**src/rtl/fetch_redirect_unit_pkg.sv**
```systemverilog
// Shared widths, FSM encodings and next-PC select codes for the fetch redirect logic.
package fetch_redirect_unit_pkg;

   localparam int unsigned PC_W      = 32;
   localparam int unsigned INSTR_W   = 16;
   localparam logic [INSTR_W-1:0] NOP_INSTR = '0;

   typedef enum logic {
      IDLE = 1'b0,
      HELD = 1'b1
   } fetch_state_t;

   typedef enum logic [2:0] {
      BRANCH  = 3'd0,
      HOLD    = 3'd1,
      HELDJMP = 3'd2,
      JMP     = 3'd3,
      SEQ     = 3'd4
   } next_pc_sel_t;

endpackage

```
**src/rtl/fetch_next_pc_mux.sv**
```systemverilog
// Combinational priority select of next PC and IF/ID bubble control; zero latency.
// A stall selects HOLD so the parent freezes PC and IF/ID; only a taken branch overrides it.
module fetch_next_pc_mux
   import fetch_redirect_unit_pkg::*;
#(
   parameter int unsigned PC_W = 32
) (
   input  logic            held,
   input  logic [PC_W-1:0] pc,
   input  logic [PC_W-1:0] held_target,
   input  logic            br_taken,
   input  logic [PC_W-1:0] br_target,
   input  logic            stall_out,
   input  logic            take_jmp,
   input  logic            stall_jump,
   input  logic            jmp_uncond,
   input  logic [PC_W-1:0] jmp_target,
   input  logic            nop,
   output next_pc_sel_t    sel,
   output logic [PC_W-1:0] next_pc,
   output logic            if_id_bubble
);

   always_comb begin
      sel          = SEQ;
      next_pc      = pc + PC_W'(1);
      if_id_bubble = 1'b0;
      if (br_taken) begin
         sel          = BRANCH;
         next_pc      = br_target;
         if_id_bubble = 1'b1;
      end else if (stall_out) begin
         sel     = HOLD;
         next_pc = pc;
      end else if (take_jmp && held) begin
         sel          = HELDJMP;
         next_pc      = held_target;
         if_id_bubble = 1'b1;
      end else if (jmp_uncond && !stall_jump && !held) begin
         sel          = JMP;
         next_pc      = jmp_target;
         if_id_bubble = 1'b1;
      end else if (nop) begin
         if_id_bubble = 1'b1;
      end
   end

endmodule

```
**src/rtl/fetch_redirect_unit.sv**
```systemverilog
// Fetch PC, deferred-jump FSM and IF/ID register; redirects appear on pc one cycle after the request.
// stall_out freezes pc and IF/ID while still allowing a jump target to be captured.
module fetch_redirect_unit #(
   parameter int unsigned         PC_W      = fetch_redirect_unit_pkg::PC_W,
   parameter int unsigned         INSTR_W   = fetch_redirect_unit_pkg::INSTR_W,
   parameter logic [PC_W-1:0]     RESET_PC  = '0,
   parameter logic [INSTR_W-1:0]  NOP_INSTR = '0
) (
   input  logic               clk,
   input  logic               rst,
   input  logic               stall_out,
   input  logic               take_jmp,
   input  logic               stall_jump,
   input  logic               nop,
   input  logic               jmp_uncond,
   input  logic [PC_W-1:0]    jmp_target,
   input  logic               br_taken,
   input  logic [PC_W-1:0]    br_target,
   input  logic [INSTR_W-1:0] imem_instr,
   output logic [PC_W-1:0]    pc,
   output logic [INSTR_W-1:0] if_id_instr,
   output logic [PC_W-1:0]    if_id_pc,
   output logic               if_id_valid,
   output logic               held_valid
);
   import fetch_redirect_unit_pkg::*;

   fetch_state_t    state_q, state_nxt;
   logic [PC_W-1:0] held_target_q, held_target_nxt;
   next_pc_sel_t    sel;
   logic [PC_W-1:0] next_pc;
   logic            if_id_bubble;

   assign held_valid = (state_q == HELD);

   fetch_next_pc_mux #(.PC_W(PC_W)) u_mux (
      .held         (held_valid),
      .pc           (pc),
      .held_target  (held_target_q),
      .br_taken     (br_taken),
      .br_target    (br_target),
      .stall_out    (stall_out),
      .take_jmp     (take_jmp),
      .stall_jump   (stall_jump),
      .jmp_uncond   (jmp_uncond),
      .jmp_target   (jmp_target),
      .nop          (nop),
      .sel          (sel),
      .next_pc      (next_pc),
      .if_id_bubble (if_id_bubble)
   );

   // A taken branch squashes any pending jump, including one being captured this cycle.
   always_comb begin
      state_nxt       = state_q;
      held_target_nxt = held_target_q;
      if (br_taken) begin
         state_nxt       = IDLE;
         held_target_nxt = '0;
      end else if (state_q == IDLE) begin
         if (stall_out && jmp_uncond && !stall_jump) begin
            state_nxt       = HELD;
            held_target_nxt = jmp_target;
         end
      end else if (take_jmp && !stall_out) begin
         state_nxt = IDLE;
      end
   end

   always_ff @(posedge clk or negedge rst) begin
      if (!rst) begin
         state_q       <= IDLE;
         held_target_q <= '0;
      end else begin
         state_q       <= state_nxt;
         held_target_q <= held_target_nxt;
      end
   end

   always_ff @(posedge clk or negedge rst) begin
      if (!rst) begin
         pc          <= RESET_PC;
         if_id_instr <= NOP_INSTR;
         if_id_pc    <= '0;
         if_id_valid <= 1'b0;
      end else if (sel != HOLD) begin
         pc <= next_pc;
         if (if_id_bubble) begin
            if_id_instr <= NOP_INSTR;
            if_id_valid <= 1'b0;
         end else begin
            if_id_instr <= imem_instr;
            if_id_pc    <= next_pc;
            if_id_valid <= 1'b1;
         end
      end
   end

endmodule

```
**config.mk**
```make
export PLATFORM = sky130hd
export DESIGN_NAME = fetch_redirect_unit
export DESIGN_NICKNAME = d
export VERILOG_FILES = /design/src/rtl/fetch_redirect_unit_pkg.sv /design/src/rtl/fetch_next_pc_mux.sv /design/src/rtl/fetch_redirect_unit.sv
export SDC_FILE = /design/constraint.sdc
export NUM_CORES = 1
export LEC_CHECK = 0
export BUFFER_PORTS_ARGS = -buffer_cell sky130_fd_sc_hd__buf_2
export CORE_MARGIN = 4
export CORE_UTILIZATION = 54
export CTS_CLUSTER_SIZE = 8
export DETAILED_ROUTE_END_ITERATION = 10
export GPL_TIMING_DRIVEN = 0
export PLACE_DENSITY = 0.85
export SLEW_MARGIN = 20
export SYNTH_ARGS = -nofsm -noshare
export SYNTH_HDL_FRONTEND = slang
export SYNTH_HIERARCHICAL = 1
export SYNTH_SLANG_ARGS = --single-unit
```
**constraint.sdc**
```tcl
create_clock -name clk -period 2.85 [get_ports clk]
set_clock_uncertainty 0.15 [all_clocks]
set_input_delay 0.4275 -clock clk [delete_from_list [all_inputs] [get_ports clk]]
set_output_delay 0.4275 -clock clk [all_outputs]
set_load 0.05 [all_outputs]
```
==> flow_results.org <==
** Outcome
- Status :: finished, final reports clean

** Global route
- Global-route total usage across every layer :: 0.2964
- Global-route wire length before repair :: between 30 and 40 mm
- Number of antenna violations at the first check in global routing :: 0
- Vias in the first global route :: slightly above 6000
- Maximum number of pins on one net before global-route repair :: 59
- Global routing finished with a remaining overflow of 0.

** Worst setup path
- Worst Reg-to-Reg Cells :: 8
- In this run the critical register-to-register path is captured at pc[8].
- Worst reg2reg startpoint :: pc[0]
- The worst setup path is launched from a primary input.
- STA puts the critical path data arrival time at 2910 ps.
- The largest individual stage delay along the critical path comes from the cell sky130_fd_sc_hd__clkbuf_1.
- The setup check on the worst reg-to-reg path leaves a slack of approximately 90 ps.
- Type of destination of the critical path :: flip-flop
- In this run the worst path has a maximum fanout of 10.
- Number of buffers and inverters on the critical path :: 6
- The critical path in this run is classified as in -> reg.
- For the worst setup path, the data required time is 2990 ps.
- In this design, the stage delay of the slowest critical-path cell is 470 ps.
- The kind of cell with the highest combined delay along the critical path is buffers and inverters.
- Crit path from :: stall_out
- The most numerous cell type found on the critical path is sky130_fd_sc_hd__clkbuf_1.
- Cell-by-cell trace of the critical path :: buf_2 -> clkbuf_1 -> inv_1 -> nand2_1 -> clkbuf_1 -> nor2_1 -> nor3b_4 -> buf_4 -> nor2_4 -> buf_6 -> mux2_4

** Cells and area
- The number of antenna diodes in the final layout is 0.
- Non-filler cells, final :: 1032
- Summing all flip-flop and latch instances after layout gives about 2900 um^2.
- The filler cells instantiated in the layout total roughly 930.
- From synthesis to final layout, the design area changed by 26.44%.
- Of the cells placed in the final design, the portion with a size suffix greater than 1 is 0.3390.
- Summing all multi-input logic gate instances after layout gives 3465 um^2.
- Post-layout util :: 0.6973
- After the last flow step, the layout net total stands at a little under 1000.

** Logic synthesis
- List of most frequent post-synthesis cells :: 114 x sky130_fd_sc_hd__dfrtp_1, 114 x sky130_fd_sc_hd__nand2_1, 63 x sky130_fd_sc_hd__a21oi_1
- Cell type with the largest total area after synthesis :: sky130_fd_sc_hd__dfrtp_1
- Of the post-synthesis cell area, the dominant cell type holds 0.4307.
- Count of unique library cells instantiated by Yosys :: 66
- Synthesized instance count :: roughly 700
- After synthesis the netlist holds a flip-flop and latch count of between 100 and 150.
- The share of the Yosys chip area taken by registers is 0.4307.
- Averaged over all synthesized cells, the footprint is 9.727 um^2.
- Total nets after synthesis :: 770
- Synth area leaders :: sky130_fd_sc_hd__dfrtp_1 43%, sky130_fd_sc_hd__mux2_4 11%, sky130_fd_sc_hd__nand2_1 6.5%, sky130_fd_sc_hd__a21oi_1 4.8%, sky130_fd_sc_hd__o21ai_0 3.3%
- The most used flip-flop cell after synthesis is sky130_fd_sc_hd__dfrtp_1.
- Warnings, synthesis :: 6
- EDFF count, synth :: 0
- For this run, asynchronously set or reset flops after synthesis account for 1.000.
- Netlist area before placement :: between 6000 and 7000 um^2

** Worst hold path
- Hold Path Stages :: 3
- Class of the tightest hold or removal check :: in -> reg
- The worst hold path begins at jmp_target[28].
- Worst-case hold path end point :: held_target_q[28]

** Routing
- Pre-antenna DRT Iters :: 6
- The count of nets left with antenna violations once routing finished came out at 0.
- Wires add up to ~21 mm.
- DRC violation count after routing :: 0
- Via count :: about 6300
- In this run, the number of DRC markers left after iteration 0 of detailed routing was around 940.
- Routed length per placed instance :: 20.44 um
- Using the TritonRoute via totals, the vias-per-cell ratio works out to a little over 6.

** Timing
- After layout, the minimum clock period comes to 2767 ps.
- Hold Violations, Final :: 0
- Post-route fraction of the period consumed by the critical path :: 0.9709
- # setup viols final :: 0
- Number of slew-limit violations in the final report :: 0
- Measured against its own limit, the worst slew margin works out to 0.5582.
- Based on the critical path, the design can be clocked at up to 361.4 MHz.
- Setup TNS :: 0 ps
- Worst Max-Slew Pin Slew :: 662.7 ps

** Floorplanning
- In this run the horizontal extent of the chip is about 120 um.
- For this configuration, the core starts out at a cell density of 0.5515.
- From bottom edge to top edge, the die measures between 100 and 150 um.
- Site row count :: 40
- Area of the core :: about 12000 um^2
- Ports :: 170
- Die Area :: approximately 14000 um^2

** Clock tree
- Source-to-sink clock delay at the later pin of the worst-skew pair :: between 400 and 500 ps
- Worst-path clk slew :: roughly 60 ps
- CTS Buf Count :: 17
- In this run the deepest clock path goes through 2 buffers.
- CTS tree :: yes
- Clock root cell :: sky130_fd_sc_hd__clkbuf_16
- CTS built an H-tree with a depth of 4.
- Clk sinks :: between 100 and 150

** Power and ir drop
- Pwr Density :: 786.6 nW/um^2
- Power comes to ~6.6 mW.
- Worst supply voltage drop on vdd :: slightly above 0.0003 V
- For this design the static power due to leakage is 3.807 nW.

** Placement
- Buffers placed on the I/O ports in this run total about 170.
- The HPWL after detailed placement is between 15 and 20 mm.
- Including well taps, the total number of placed cells is approximately 1000.
- Routability-driven placement finished with a final weighted congestion of about 0.95.

** Job
- Max-cap violations in this run came to 0.
-- cell type report --
class,instances,area share
Clock buffer,17,0.05079
Buffer,53,0.03735
Inverter,7,0.003137
Timing Repair Buffer,172,0.1074
Multi-Input combinational cell,507,0.4137
Tap cell,147,0.02196
Clock inverter,15,0.02465
Sequential cell,114,0.3411
-- registers in the layout, indices dropped and copies added (netlist names) --
signal	flops
if_id_valid	1
held_valid	1
if_id_pc	32
pc	32
if_id_instr	16
held_target_q	32
-- where the power goes --
group	switching, mW	internal [mW]	total (mW)
Combinational	1.47	0.702	2.17
Sequential	0.279	1.86	2.14
Clock	0.806	1.47	2.28
-- kinds of logic after synthesis --
| kind of cell | Yosys count | share of synthesized area |
|---|---|---|
| AOI/OAI and AO/OA | 177 | 0.1653 |
| and+or+nand+nor | 245 | 0.1872 |
| DFF | 114 | 0.4307 |
| muxes | 71 | 0.1472 |
| buffers and inverters | 60 | 0.05062 |
| xor gates and xnor gates | 13 | 0.01719 |
| adders and majority gates | 1 | 0.001889 |
-- worst reg2reg max path, delay by kind of cell, from the launching register on --
kind	cells	cell delay (ps)
AND/OR/NAND/NOR	3	630
AO/OA/AOI/OAI	2	440
adder cells (fa/ha/maj)	1	320
multiplexers	1	290
flip-flops	1	540
buffers and inverters	1	260
-- through the flow --
stage	area, um^2	hold WS [ps]	worst slack [ps]
after floorplan	6625	-18.09	47.76
after global placement	7650	306.1	-374.5
after detailed placement	7684	271.8	-410.6
after CTS	8329	100.4	4.577
after global routing	8376	102.9	-14.36
final	8376	109.5	82.85
-- per-layer routing --
layer  vias up  routed length (um)  global-route usage  share of wire
met1      2959                8524              0.4035           0.40
met4         0                 860              0.1296          0.041
met2       455                9458              0.4465           0.45
met5         -                   0                   0              0
li1       2855                   -                   -              -
met3        76                2252             0.07799           0.11
-- worst max path at each step --
stage | to | cells after the start
after floorplan | pc[25] | 7
after global placement | pc[5] | 10
after detailed placement | pc[28] | 10
after CTS | if_id_pc[18] | 8
after global routing | if_id_pc[18] | 11
final | if_id_pc[18] | 11
-- cell usage in the layout, fill, tap and decap left out, types with 13 or more instances in the layout --
master	instances
sky130_fd_sc_hd__buf_2	173
sky130_fd_sc_hd__nand4_1	13
sky130_fd_sc_hd__clkbuf_1	31
sky130_fd_sc_hd__mux2_4	49
sky130_fd_sc_hd__nand3_1	20
sky130_fd_sc_hd__nor2_1	32
sky130_fd_sc_hd__dfrtp_1	111
sky130_fd_sc_hd__a21oi_1	63
sky130_fd_sc_hd__nand2b_1	17
sky130_fd_sc_hd__nand2_1	114
sky130_fd_sc_hd__o21ai_0	43
sky130_fd_sc_hd__clkbuf_16	17
-- timing repair --
item | CTS | global route
buffers inserted | 0 | 2
hold buffers | 1 | 0
endpoints found under the hold margin | 56 | 0
gates resized for setup | 3 | 13
endpoints found under the setup margin | 71 | 72
Note: power is estimated with default switching activity, not from simulation.
